<file path="config.mk">
export PLATFORM = sky130hd
export DESIGN_NAME = vga_framebuffer_reader
export DESIGN_NICKNAME = d
export VERILOG_FILES = /design/src/rtl/vga_pkg.sv /design/src/rtl/vga_timing_counter.sv /design/src/rtl/vga_framebuffer_reader.sv
export SDC_FILE = /design/constraint.sdc
export NUM_CORES = 1
export LEC_CHECK = 0
export BUFFER_PORTS_ARGS = -buffer_cell sky130_fd_sc_hd__buf_2
export CAP_MARGIN = 20
export CORE_MARGIN = 2
export CORE_UTILIZATION = 50
export DETAILED_ROUTE_END_ITERATION = 8
export PLACE_DENSITY = 0.8
export SLEW_MARGIN = 20
export SYNTH_ARGS = -nofsm -noshare
export SYNTH_HDL_FRONTEND = slang
export SYNTH_SLANG_ARGS = --single-unit
</file>
<file path="constraint.sdc">
create_clock -name clk -period 7.9 [get_ports clk]
set_clock_uncertainty 0.05 [all_clocks]
set_input_delay 0.395 -clock clk [delete_from_list [all_inputs] [get_ports clk]]
set_output_delay 0.395 -clock clk [all_outputs]
set_load 0.01 [all_outputs]
</file>
<file path="src/rtl/vga_pkg.sv">
// Shared constants and types for the VGA frame-buffer reader: default 640x480@60
// timing, counter/pixel types and the per-pixel flag bundle carried down the pipeline.
package vga_pkg;

  localparam int PIX_W = 8;
  localparam int CNT_W = 10;

  localparam int DEF_H_ACTIVE = 640;
  localparam int DEF_H_FP     = 16;
  localparam int DEF_H_SYNC   = 96;
  localparam int DEF_H_BP     = 48;
  localparam int DEF_V_ACTIVE = 480;
  localparam int DEF_V_FP     = 10;
  localparam int DEF_V_SYNC   = 2;
  localparam int DEF_V_BP     = 33;

  typedef logic [PIX_W-1:0] pixel_t;
  typedef logic [CNT_W-1:0] cnt_t;

  // Everything the output stage needs to know about one pixel position.
  typedef struct packed {
    logic hs;
    logic vs;
    logic active;
    logic in_img;
  } flags_t;

  localparam flags_t FLAGS_IDLE = '{hs: 1'b1, vs: 1'b1, active: 1'b0, in_img: 1'b0};

endpackage

</file>
<file path="src/rtl/vga_timing_counter.sv">
// Pixel-rate divider plus horizontal/vertical scan counters; produces the stage-0
// sync/active flags for the current counter position and the frame-start pulse.
module vga_timing_counter
  import vga_pkg::*;
#(
  parameter int CLK_DIV  = 2,
  parameter int H_ACTIVE = DEF_H_ACTIVE,
  parameter int H_FP     = DEF_H_FP,
  parameter int H_SYNC   = DEF_H_SYNC,
  parameter int H_BP     = DEF_H_BP,
  parameter int V_ACTIVE = DEF_V_ACTIVE,
  parameter int V_FP     = DEF_V_FP,
  parameter int V_SYNC   = DEF_V_SYNC,
  parameter int V_BP     = DEF_V_BP
) (
  input  logic             clk,
  input  logic             rst,
  output logic             pix_tick,
  output logic             vga_clk,
  output logic [CNT_W-1:0] h_cnt,
  output logic [CNT_W-1:0] v_cnt,
  output logic             hs,
  output logic             vs,
  output logic             active,
  output logic             frame_start
);

  localparam int DIV_W = $clog2(CLK_DIV);
  localparam int H_TOT = H_ACTIVE + H_FP + H_SYNC + H_BP;
  localparam int V_TOT = V_ACTIVE + V_FP + V_SYNC + V_BP;
  localparam int H_SS  = H_ACTIVE + H_FP;
  localparam int H_SE  = H_SS + H_SYNC - 1;
  localparam int V_SS  = V_ACTIVE + V_FP;
  localparam int V_SE  = V_SS + V_SYNC - 1;

  logic [DIV_W-1:0] div;
  logic [DIV_W-1:0] div_next;

  assign pix_tick = (div == DIV_W'(CLK_DIV - 1));
  assign div_next = pix_tick ? '0 : div + DIV_W'(1);

  // vga_clk tracks the divider phase so the DAC's rising edge lands mid-pixel.
  always_ff @(posedge clk or negedge rst) begin
    // NOTE: state registers use <= so every flop samples pre-edge values; = here would order-couple them.
    if (!rst) begin
      div     <= '0;
      vga_clk <= 1'b0;
    end else begin
      div     <= div_next;
      vga_clk <= (div_next >= DIV_W'(CLK_DIV / 2));
    end
  end

  always_ff @(posedge clk or negedge rst) begin
    if (!rst) begin
      h_cnt       <= '0;
      v_cnt       <= '0;
      frame_start <= 1'b0;
    end else begin
      frame_start <= pix_tick && (h_cnt == '0) && (v_cnt == '0);
      if (pix_tick) begin
        if (h_cnt == CNT_W'(H_TOT - 1)) begin
          h_cnt <= '0;
          v_cnt <= (v_cnt == CNT_W'(V_TOT - 1)) ? '0 : v_cnt + CNT_W'(1);
        end else begin
          h_cnt <= h_cnt + CNT_W'(1);
        end
      end
    end
  end

  assign hs     = !((h_cnt >= CNT_W'(H_SS)) && (h_cnt <= CNT_W'(H_SE)));
  assign vs     = !((v_cnt >= CNT_W'(V_SS)) && (v_cnt <= CNT_W'(V_SE)));
  assign active = (h_cnt < CNT_W'(H_ACTIVE)) && (v_cnt < CNT_W'(V_ACTIVE));

endmodule

</file>
<file path="src/rtl/vga_framebuffer_reader.sv">
// Scans the grayscale frame buffer out to the VGA DAC: address accumulator, RAM read,
// then a two-tick pipeline that keeps sync, blank and colour aligned at the pins.
module vga_framebuffer_reader
  import vga_pkg::*;
#(
  parameter int CLK_DIV  = 2,
  parameter int H_ACTIVE = DEF_H_ACTIVE,
  parameter int H_FP     = DEF_H_FP,
  parameter int H_SYNC   = DEF_H_SYNC,
  parameter int H_BP     = DEF_H_BP,
  parameter int V_ACTIVE = DEF_V_ACTIVE,
  parameter int V_FP     = DEF_V_FP,
  parameter int V_SYNC   = DEF_V_SYNC,
  parameter int V_BP     = DEF_V_BP,
  parameter int IMG_W    = 256,
  parameter int IMG_H    = 256,
  parameter int ADDR_W   = 16
) (
  input  logic              clk,
  input  logic              rst,
  output logic [ADDR_W-1:0] mem_addr,
  output logic              mem_rd,
  input  logic [PIX_W-1:0]  mem_data,
  output logic              vga_clk,
  output logic              vga_hsync,
  output logic              vga_vsync,
  output logic              vga_blank_n,
  output logic              vga_sync_n,
  output logic [PIX_W-1:0]  vga_r,
  output logic [PIX_W-1:0]  vga_g,
  output logic [PIX_W-1:0]  vga_b,
  output logic              frame_start
);

  logic        pix_tick;
  cnt_t        h_cnt;
  cnt_t        v_cnt;
  logic        hs;
  logic        vs;
  logic        active;
  logic        in_img;
  flags_t      s0;
  flags_t      s1;
  flags_t      s2;
  pixel_t      pix_q;
  pixel_t      pix_out;
  logic [ADDR_W-1:0] acc;
  logic [ADDR_W-1:0] addr_cur;

  vga_timing_counter #(
    .CLK_DIV (CLK_DIV),
    .H_ACTIVE(H_ACTIVE),
    .H_FP    (H_FP),
    .H_SYNC  (H_SYNC),
    .H_BP    (H_BP),
    .V_ACTIVE(V_ACTIVE),
    .V_FP    (V_FP),
    .V_SYNC  (V_SYNC),
    .V_BP    (V_BP)
  ) u_timing (
    .clk        (clk),
    .rst        (rst),
    .pix_tick   (pix_tick),
    .vga_clk    (vga_clk),
    .h_cnt      (h_cnt),
    .v_cnt      (v_cnt),
    .hs         (hs),
    .vs         (vs),
    .active     (active),
    .frame_start(frame_start)
  );

  assign in_img = (h_cnt < CNT_W'(IMG_W)) && (v_cnt < CNT_W'(IMG_H));

  // The accumulator walks v*IMG_W+h without a multiplier; the frame origin re-anchors it.
  always_comb begin
    // NOTE: assign a default before any conditional so no path leaves the signal unassigned (latch).
    addr_cur = acc;
    if ((h_cnt == '0) && (v_cnt == '0)) addr_cur = '0;
    s0 = '{hs: hs, vs: vs, active: active, in_img: in_img};
  end

  always_ff @(posedge clk or negedge rst) begin
    if (!rst) begin
      mem_addr <= '0;
      mem_rd   <= 1'b0;
      acc      <= '0;
    end else if (pix_tick) begin
      mem_rd <= s0.in_img;
      if (s0.in_img) begin
        mem_addr <= addr_cur;
        acc      <= addr_cur + ADDR_W'(1);
      end
    end
  end

  // s1 belongs to the address on mem_addr; s2 to the pixel held in pix_q.
  always_ff @(posedge clk or negedge rst) begin
    if (!rst) begin
      s1    <= FLAGS_IDLE;
      s2    <= FLAGS_IDLE;
      pix_q <= '0;
    end else if (pix_tick) begin
      s1    <= s0;
      s2    <= s1;
      pix_q <= mem_data;
    end
  end

  assign pix_out = (s2.in_img && s2.active) ? pix_q : '0;

  always_ff @(posedge clk or negedge rst) begin
    if (!rst) begin
      vga_hsync   <= 1'b1;
      vga_vsync   <= 1'b1;
      vga_blank_n <= 1'b0;
      vga_r       <= '0;
      vga_g       <= '0;
      vga_b       <= '0;
    end else if (pix_tick) begin
      vga_hsync   <= s2.hs;
      vga_vsync   <= s2.vs;
      vga_blank_n <= s2.active;
      vga_r       <= pix_out;
      vga_g       <= pix_out;
      vga_b       <= pix_out;
    end
  end

  assign vga_sync_n = 1'b0;

endmodule
</file>
==> results of run 1 <==
metrics by stage:
stage	setup slack (ps)	power, mW	utilization (%)	hold WS (ps)	cells
6_report	4890	0.777	58.1	215	506
5_1_grt	4640	0.803	58.1	209	506
4_1_cts	4900	0.783	57.6	179	504
3_5_place_dp	4910	0.454	54.7	415	488
3_3_place_gp	4990	0.453	54.7	408	488
2_1_floorplan	5290	0.443	-	49.4	366
final cells by class:
type / count / share of cell area, %
repair buffers: 59 / 7.76
flip-flops and latches: 81 / 47.8
clock inverters: 4 / 1.79
inverters: 8 / 0.705
clock buffers: 12 / 3.17
well taps: 99 / 2.91
multi-input cells: 243 / 35.9
worst reg2reg max path, cell delays in order (launching register included):
cell and delay [ps]:
dfrtp_1 440, or4_1 700, nor4_4 390, nand2_2 270, and2_1 280, ha_1 240, nand3_1 130, nor4_1 100
a41oi_1 240, a31oi_1 60
worst max path at each step:
| stage | startpoint | end | slack, ps | cells after the start |
|---|---|---|---|---|
| floorplan | u_timing.h_cnt[0]$_DFFE_PN0P_ | acc[10]$_DFFE_PN0P_ | 5290 | 11 |
| global placement | u_timing.h_cnt[9]$_DFFE_PN0P_ | acc[10]$_DFFE_PN0P_ | 4990 | 9 |
| detailed placement | u_timing.h_cnt[9]$_DFFE_PN0P_ | acc[10]$_DFFE_PN0P_ | 4910 | 9 |
| CTS | u_timing.h_cnt[9]$_DFFE_PN0P_ | acc[10]$_DFFE_PN0P_ | 4900 | 9 |
| global route | u_timing.h_cnt[8]$_DFFE_PN0P_ | acc[10]$_DFFE_PN0P_ | 4640 | 10 |
| finish | u_timing.h_cnt[8]$_DFFE_PN0P_ | acc[10]$_DFFE_PN0P_ | 4890 | 9 |
per-layer routing:
layer | track usage, % | vias to the layer above | share of wire, %
li1 | - | 1343 | -
met1 | 23.8 | 1360 | 44
met2 | 31.3 | 52 | 51
met3 | 4.48 | 12 | 3.8
met4 | 7.20 | 0 | 1.7
met5 | 0 | - | 0
sequential cells by signal (all words and copies together), names as in the netlist, 4 cells and up:
name / cells
acc: 16
u_timing.v_cnt: 10
mem_addr: 16
s1: 4
s2: 4
u_timing.h_cnt: 10
vga_b: 8
pix_q: 8
cell usage in the layout, fill, tap and decap left out, types with 2 or more instances in the layout:
cell,instances
o211a_1,3
buf_2,54
nor2_1,19
a32o_1,2
xor2_1,5
bufinv_16,2
a41oi_1,3
o21ai_0,26
inv_1,7
clkbuf_1,3
mux2_2,17
xnor2_1,7
o2bb2ai_1,8
nand3_1,11
mux2i_1,3
a21oi_1,9
and3_1,7
nand2b_1,2
ha_1,5
nand4_1,9
o31ai_1,3
nor4_1,3
and2_1,3
clkbuf_8,9
a31oi_1,4
buf_4,3
and4_1,2
dfstp_2,6
nor3_1,6
dfrtp_1,75
a21o_1,3
nand2_1,61
or2_2,3
kinds of logic (layout without fill, tap and decap cells):
group | after synthesis | in the layout
buf+inv | 42 | 83
mux | 20 | 20
flops | 81 | 81
fa+ha+maj | 5 | 5
other cells | 1 | 1
simple gates | 137 | 137
compound gates | 68 | 68
xor+xnor | 12 | 12
power by group:
group	internal [mW]	switching (mW)	leakage (nW)
Sequential	0.419	0.00309	1.01
Clock	0.180	0.150	0.101
Combinational	0.00991	0.0158	0.869
timing repair:
item / CTS / global route
endpoints found under the setup margin: 0 / 0
hold endpoints to repair: 0 / 32
hold buffers: 0 / 1
gates resized for setup: 0 / 0
==> results.py, run 1 <==
metrics = {
    "run_status": {
        "outcome": "completed",
    },
    "cts": {
        "clk_latency_ps": 360,
        "post_cts_buffers": 0,
        "clockBufferDepth": 2,
        "root_buffer": "clkbuf_8",
        "cts_buffers": 9,
        "cts_sinks": 81,
        "clkTransAtPathRegs_ps": 80,
        "cts_tree": "done",
        "htree_levels": 3,
    },
    "sta": {
        "max_freq_mhz": 332,
        "worstMarginPinSlew_ps": 903,
        "finalSetupViolCount": 0,
        "post-route-min-period_ps": 3010,
        "rsz0062_at_grt": "false",
        "slew_headroom_pct": 39.5,
        "tns_ps": 0,
        "hold_viol": 0,
        "finalMaxSlewViolations": 0,
        "finalCritPeriodShare_pct": 38.1,
    },
    "worst_hold_path": {
        "hp-class": "primary input to register",
        "min_path_cells": 2,
        "hp-start": "mem_data[6]",
        "whs_endpoint": "pix_q[6]$_DFFE_PN0P_",
    },
    "finish": {
        "postLayoutCellArea_sq_um": 4260,
        "fin_nets": 417,
        "multiInputGateArea_sq_um": 1530,
        "regArea_sq_um": 2030,
        "fillers": 611,
        "drive_above_1_share_pct": 25.6,
        "area_growth_pct": 11.8,
        "n_antenna_cell": 0,
    },
    "floorplan": {
        "rows": 31,
        "fp.coreArea_sq_um": 7330,
        "dieArea_sq_um": 8330,
        "initial_core_util_pct": 52.0,
        "fp.dieW_um": 91.3,
        "ios": 57,
        "die_h_um": 91.3,
    },
    "synth": {
        "yosys.area.top_type": "dfrtp_1",
        "synth_edf_count": 0,
        "synth_top_family_by_area": "simple AND/OR/NAND/NOR gates",
        "synth_nets": 381,
        "ys_async_sr_fraction_pct": 100,
        "synth_simple_gate_area_share_pct": 17.8,
        "yosysWarningCount": 0,
        "ys_seq_elements": 81,
        "synth-xor-area-share_pct": 2.76,
        "synth_cell_types": 53,
        "synth_compound_area_share_pct": 12.0,
        "synth_fa_ha_area_share_pct": 1.64,
        "synth_most_common_cell": "dfrtp_1",
        "ys_top_cells_by_count": "dfrtp_1 (75), nand2_1 (61), o21ai_0 (26), buf_4 (20), nor2_1 (19)",
        "avgSynthCellArea_sq_um": 10.4,
        "netlist_instances": 366,
        "yosysSeqAreaShare_pct": 53.4,
        "synth_ff_type": "dfrtp_1",
        "syn-cell-area_sq_um": 3810,
        "synth_top_area_share_pct": 49.3,
        "synth_area_leaders": "dfrtp_1 (49%), nand2_1 (6.0%), mux2_2 (5.0%), dfstp_2 (4.1%), buf_4 (3.9%)",
        "synthMuxAreaShare_pct": 5.81,
    },
    "setup_path": {
        "path_buf_inv": 0,
        "r2r_start": "u_timing.h_cnt[8]$_DFFE_PN0P_",
        "crit_type": "register to register",
        "path_cells": "or4_1, nor4_4, nand2_2, and2_1, ha_1, nand3_1, nor4_1, a41oi_1, a31oi_1",
        "cp_top_family": "simple AND/OR/NAND/NOR gates",
        "reg2reg_depth": 9,
        "crit_fanout": 17,
        "cp_data_required_time_ps": 8080,
        "crit_path_top_delay_cell": "or4_1",
        "critPathLaunchType": "register",
        "end_kind": "register",
        "max_stage_delay_ps": 700,
        "worstReg2RegEnd": "acc[10]$_DFFE_PN0P_",
        "cp.arrival_ps": 3190,
        "ff2ff_setup_slack_ps": 4890,
    },
    "global_routing": {
        "grt_pass1_wl_mm": 12.5,
        "grt_pass1_vias": 2654,
        "antenna_found_initial": 0,
        "grt_max_degree": 82,
        "grt_use_total_pct": 18.8,
        "gr-total-overflow": 0,
    },
    "detailed_routing": {
        "dr.first_iter.drc_count": 178,
        "vias_per_cell": 5.47,
        "drc": 0,
        "antenna_left": 0,
        "drt_wl_total_mm": 7.37,
        "vias": 2767,
        "firstDrtPassIters": 4,
        "wl_per_cell_um": 14.6,
    },
    "run": {
        "cap_violations": 0,
    },
    "placement": {
        "place_congestion": 0.833,
        "port_buffers": 55,
        "dp_hpwl_mm": 4.84,
        "post_dp_cell_area_sq_um": 4010,
    },
    "power": {
        "powerDensity_nw_per_um2": 182,
        "max-vdd-ir-drop_mv": 0.102,
        "p_leak_nw": 1.97,
    },
}
(Power assumes the default switching activity.)
==> inputs of run 2 (changes only) <==
- PLACE_DENSITY: 0.8 -> 0.83
- clock period: 7.9 -> 2.5 ns (I/O delays scaled with it)
==> results.py, run 2 (synthesized netlist as in run 1, its figures left out) <==
metrics = {
    "run_status": {
        "outcome": "complete, but fails checks",
        "violations": "negative setup slack",
    },
    "floorplan": {
        "fp.dieW_um": 91.3,
        "fp.coreArea_sq_um": 7330,
        "rows": 31,
        "dieArea_sq_um": 8330,
        "ios": 57,
        "die_h_um": 91.3,
        "initial_core_util_pct": 52.0,
    },
    "detailed_routing": {
        "antenna_left": 0,
        "vias": 3064,
        "firstDrtPassIters": 4,
        "drt_wl_total_mm": 8.91,
        "wl_per_cell_um": 16.5,
        "vias_per_cell": 5.68,
        "drc": 0,
        "dr.first_iter.drc_count": 186,
    },
    "sta": {
        "rsz0062_at_grt": "true",
        "slew_headroom_pct": 51.2,
        "worstMarginPinSlew_ps": 733,
        "setup_slack_ps": -16.3,
        "post-route-min-period_ps": 2520,
        "finalMaxSlewViolations": 0,
        "max_freq_mhz": 397,
        "fin_hold_ws_ps": 305,
        "finalSetupViolCount": 1,
        "finalCritPeriodShare_pct": 101,
        "hold_viol": 0,
    },
    "run": {
        "cap_violations": 0,
    },
    "power": {
        "p_clk_share_pct": 42.7,
        "seq_power_share_pct": 53.7,
        "power_mw": 2.48,
        "max-vdd-ir-drop_mv": 0.312,
        "p_comb_share_pct": 3.5,
        "p_leak_nw": 2.15,
        "powerDensity_nw_per_um2": 532,
        "internal_power_mw": 1.95,
        "power.switching_uw": 536,
        "switching_share_pct": 21.6,
    },
    "setup_path": {
        "cp.arrival_ps": 2690,
        "path_buf_inv": 1,
        "max_stage_delay_ps": 460,
        "path_cells": "inv_2, ha_4, or4b_4, nor4_4, nand2_2, and2_4, ha_4, nand3_4, nor4_4, a41oi_2, a31oi_1",
        "crit_type": "register to register",
        "crit_fanout": 4,
        "critPathLaunchType": "register",
        "cp_top_family": "simple AND/OR/NAND/NOR gates",
        "crit_path_top_delay_cell": "or4b_4",
        "end_kind": "register",
        "cp_data_required_time_ps": 2670,
    },
    "finish": {
        "n_antenna_cell": 0,
        "top_regs": "acc x16, mem_addr x16",
        "area_growth_pct": 22.5,
        "layout_commonest_cell": "dfrtp_1",
        "regArea_sq_um": 2030,
        "multiInputGateArea_sq_um": 1630,
        "mostFrequentLayoutCells": "dfrtp_1 (75), nand2_1 (61), buf_2 (54)",
        "fin_cells": 539,
        "fillers": 537,
        "fin_nets": 450,
        "drive_above_1_share_pct": 33.0,
    },
    "cts": {
        "htree_levels": 3,
        "clk_latency_ps": 360,
        "clockBufferDepth": 2,
        "root_buffer": "clkbuf_8",
        "cts_tree": "done",
        "cts_sinks": 81,
        "clkTransAtPathRegs_ps": 90,
        "cts_buffers": 9,
    },
    "global_routing": {
        "grt_max_degree": 82,
        "grt_pass1_wl_mm": 14.2,
        "gr-total-overflow": 0,
        "grt_pass1_vias": 3053,
        "antenna_found_initial": 0,
        "grt_use_total_pct": 21.4,
    },
    "worst_hold_path": {
        "hp-class": "primary input to async pin",
    },
    "placement": {
        "place_congestion": 0.840,
        "port_buffers": 55,
        "dp_hpwl_mm": 5.36,
        "dp.cells": 506,
    },
}
run 2: what timing repair did:
| action | in CTS | in global routing |
|---|---|---|
| cloned | 0 | 2 |
| buffers inserted | 4 | 3 |
| setup endpoints to repair | 3 | 12 |
| gates resized for setup | 0 | 17 |
| pin swaps | 2 | 13 |
| hold endpoints to repair | 83 | 0 |
| hold buffers | 9 | 0 |
run 2: cell type report:
class | count | area share (%)
Inverter | 8 | 0.644
Timing Repair Buffer | 92 | 13.5
Multi-Input combinational cell | 243 | 34.9
Tap cell | 99 | 2.65
Sequential cell | 81 | 43.6
Clock inverter | 5 | 1.72
Clock buffer | 11 | 3.03
run 2: final timing paths:
path / start / endpoint / slack [ps] / cells past startpoint
worst max-delay path: u_timing.h_cnt[1]$_DFFE_PN0P_ / acc[10]$_DFFE_PN0P_ / -20 / 11
worst min-delay path: rst / vga_b[0]$_DFFE_PN0P_ / 300 / 2
worst max register to register: u_timing.h_cnt[1]$_DFFE_PN0P_ / acc[10]$_DFFE_PN0P_ / -20 / 11
worst min register to register: mem_addr[4]$_DFFE_PN0P_ / mem_addr[4]$_DFFE_PN0P_ / 430 / 2
max in group asynchronous: rst / acc[9]$_DFFE_PN0P_ / 1560 / 2
min in group clk: mem_addr[4]$_DFFE_PN0P_ / mem_addr[4]$_DFFE_PN0P_ / 430 / 2
run 2: power groups by stage:
stage                     registers, mW  logic (mW)  clock network (mW)
after floorplan                    1.36      0.0385                   0
after global placement             1.36      0.0750                   0
after detailed placement           1.36      0.0769                   0
after CTS                          1.33      0.0876                1.07
after global routing               1.34      0.0977                1.13
final                              1.33      0.0876                1.06
run 2: worst register-to-register path, cell delays in order (launching register included):
cell and delay [ps]:
dfrtp_1 400, inv_2 90, ha_4 120, or4b_4 460, nor4_4 310, nand2_2 110, and2_4 180, ha_4 170
nand3_4 90, nor4_4 60, a41oi_2 250, a31oi_1 80
run 2: routing by layer:
| layer | up-vias | GRT usage, % | wire [um] |
|---|---|---|---|
| met5 | - | 0 | 0 |
| met1 | 1523 | 25.8 | 3480 |
| met2 | 99 | 35.9 | 4750 |
| li1 | 1407 | - | - |
| met4 | 0 | 11.6 | 305 |
| met3 | 35 | 4.40 | 372 |
run 2: metrics by stage:
| stage | util [%] | setup slack [ps] | instance area (sq um) | TNS [ps] |
|---|---|---|---|---|
| 2_1_floorplan | - | 16.3 | 3820 | 0 |
| 3_3_place_gp | 56.9 | 111 | 4170 | 0 |
| 3_5_place_dp | 56.9 | -16.5 | 4170 | -16.5 |
| 4_1_cts | 61.6 | 1.46 | 4510 | 0 |
| 5_1_grt | 63.6 | -71.3 | 4670 | -225 |
| 6_report | 63.6 | -16.3 | 4670 | -16.3 |
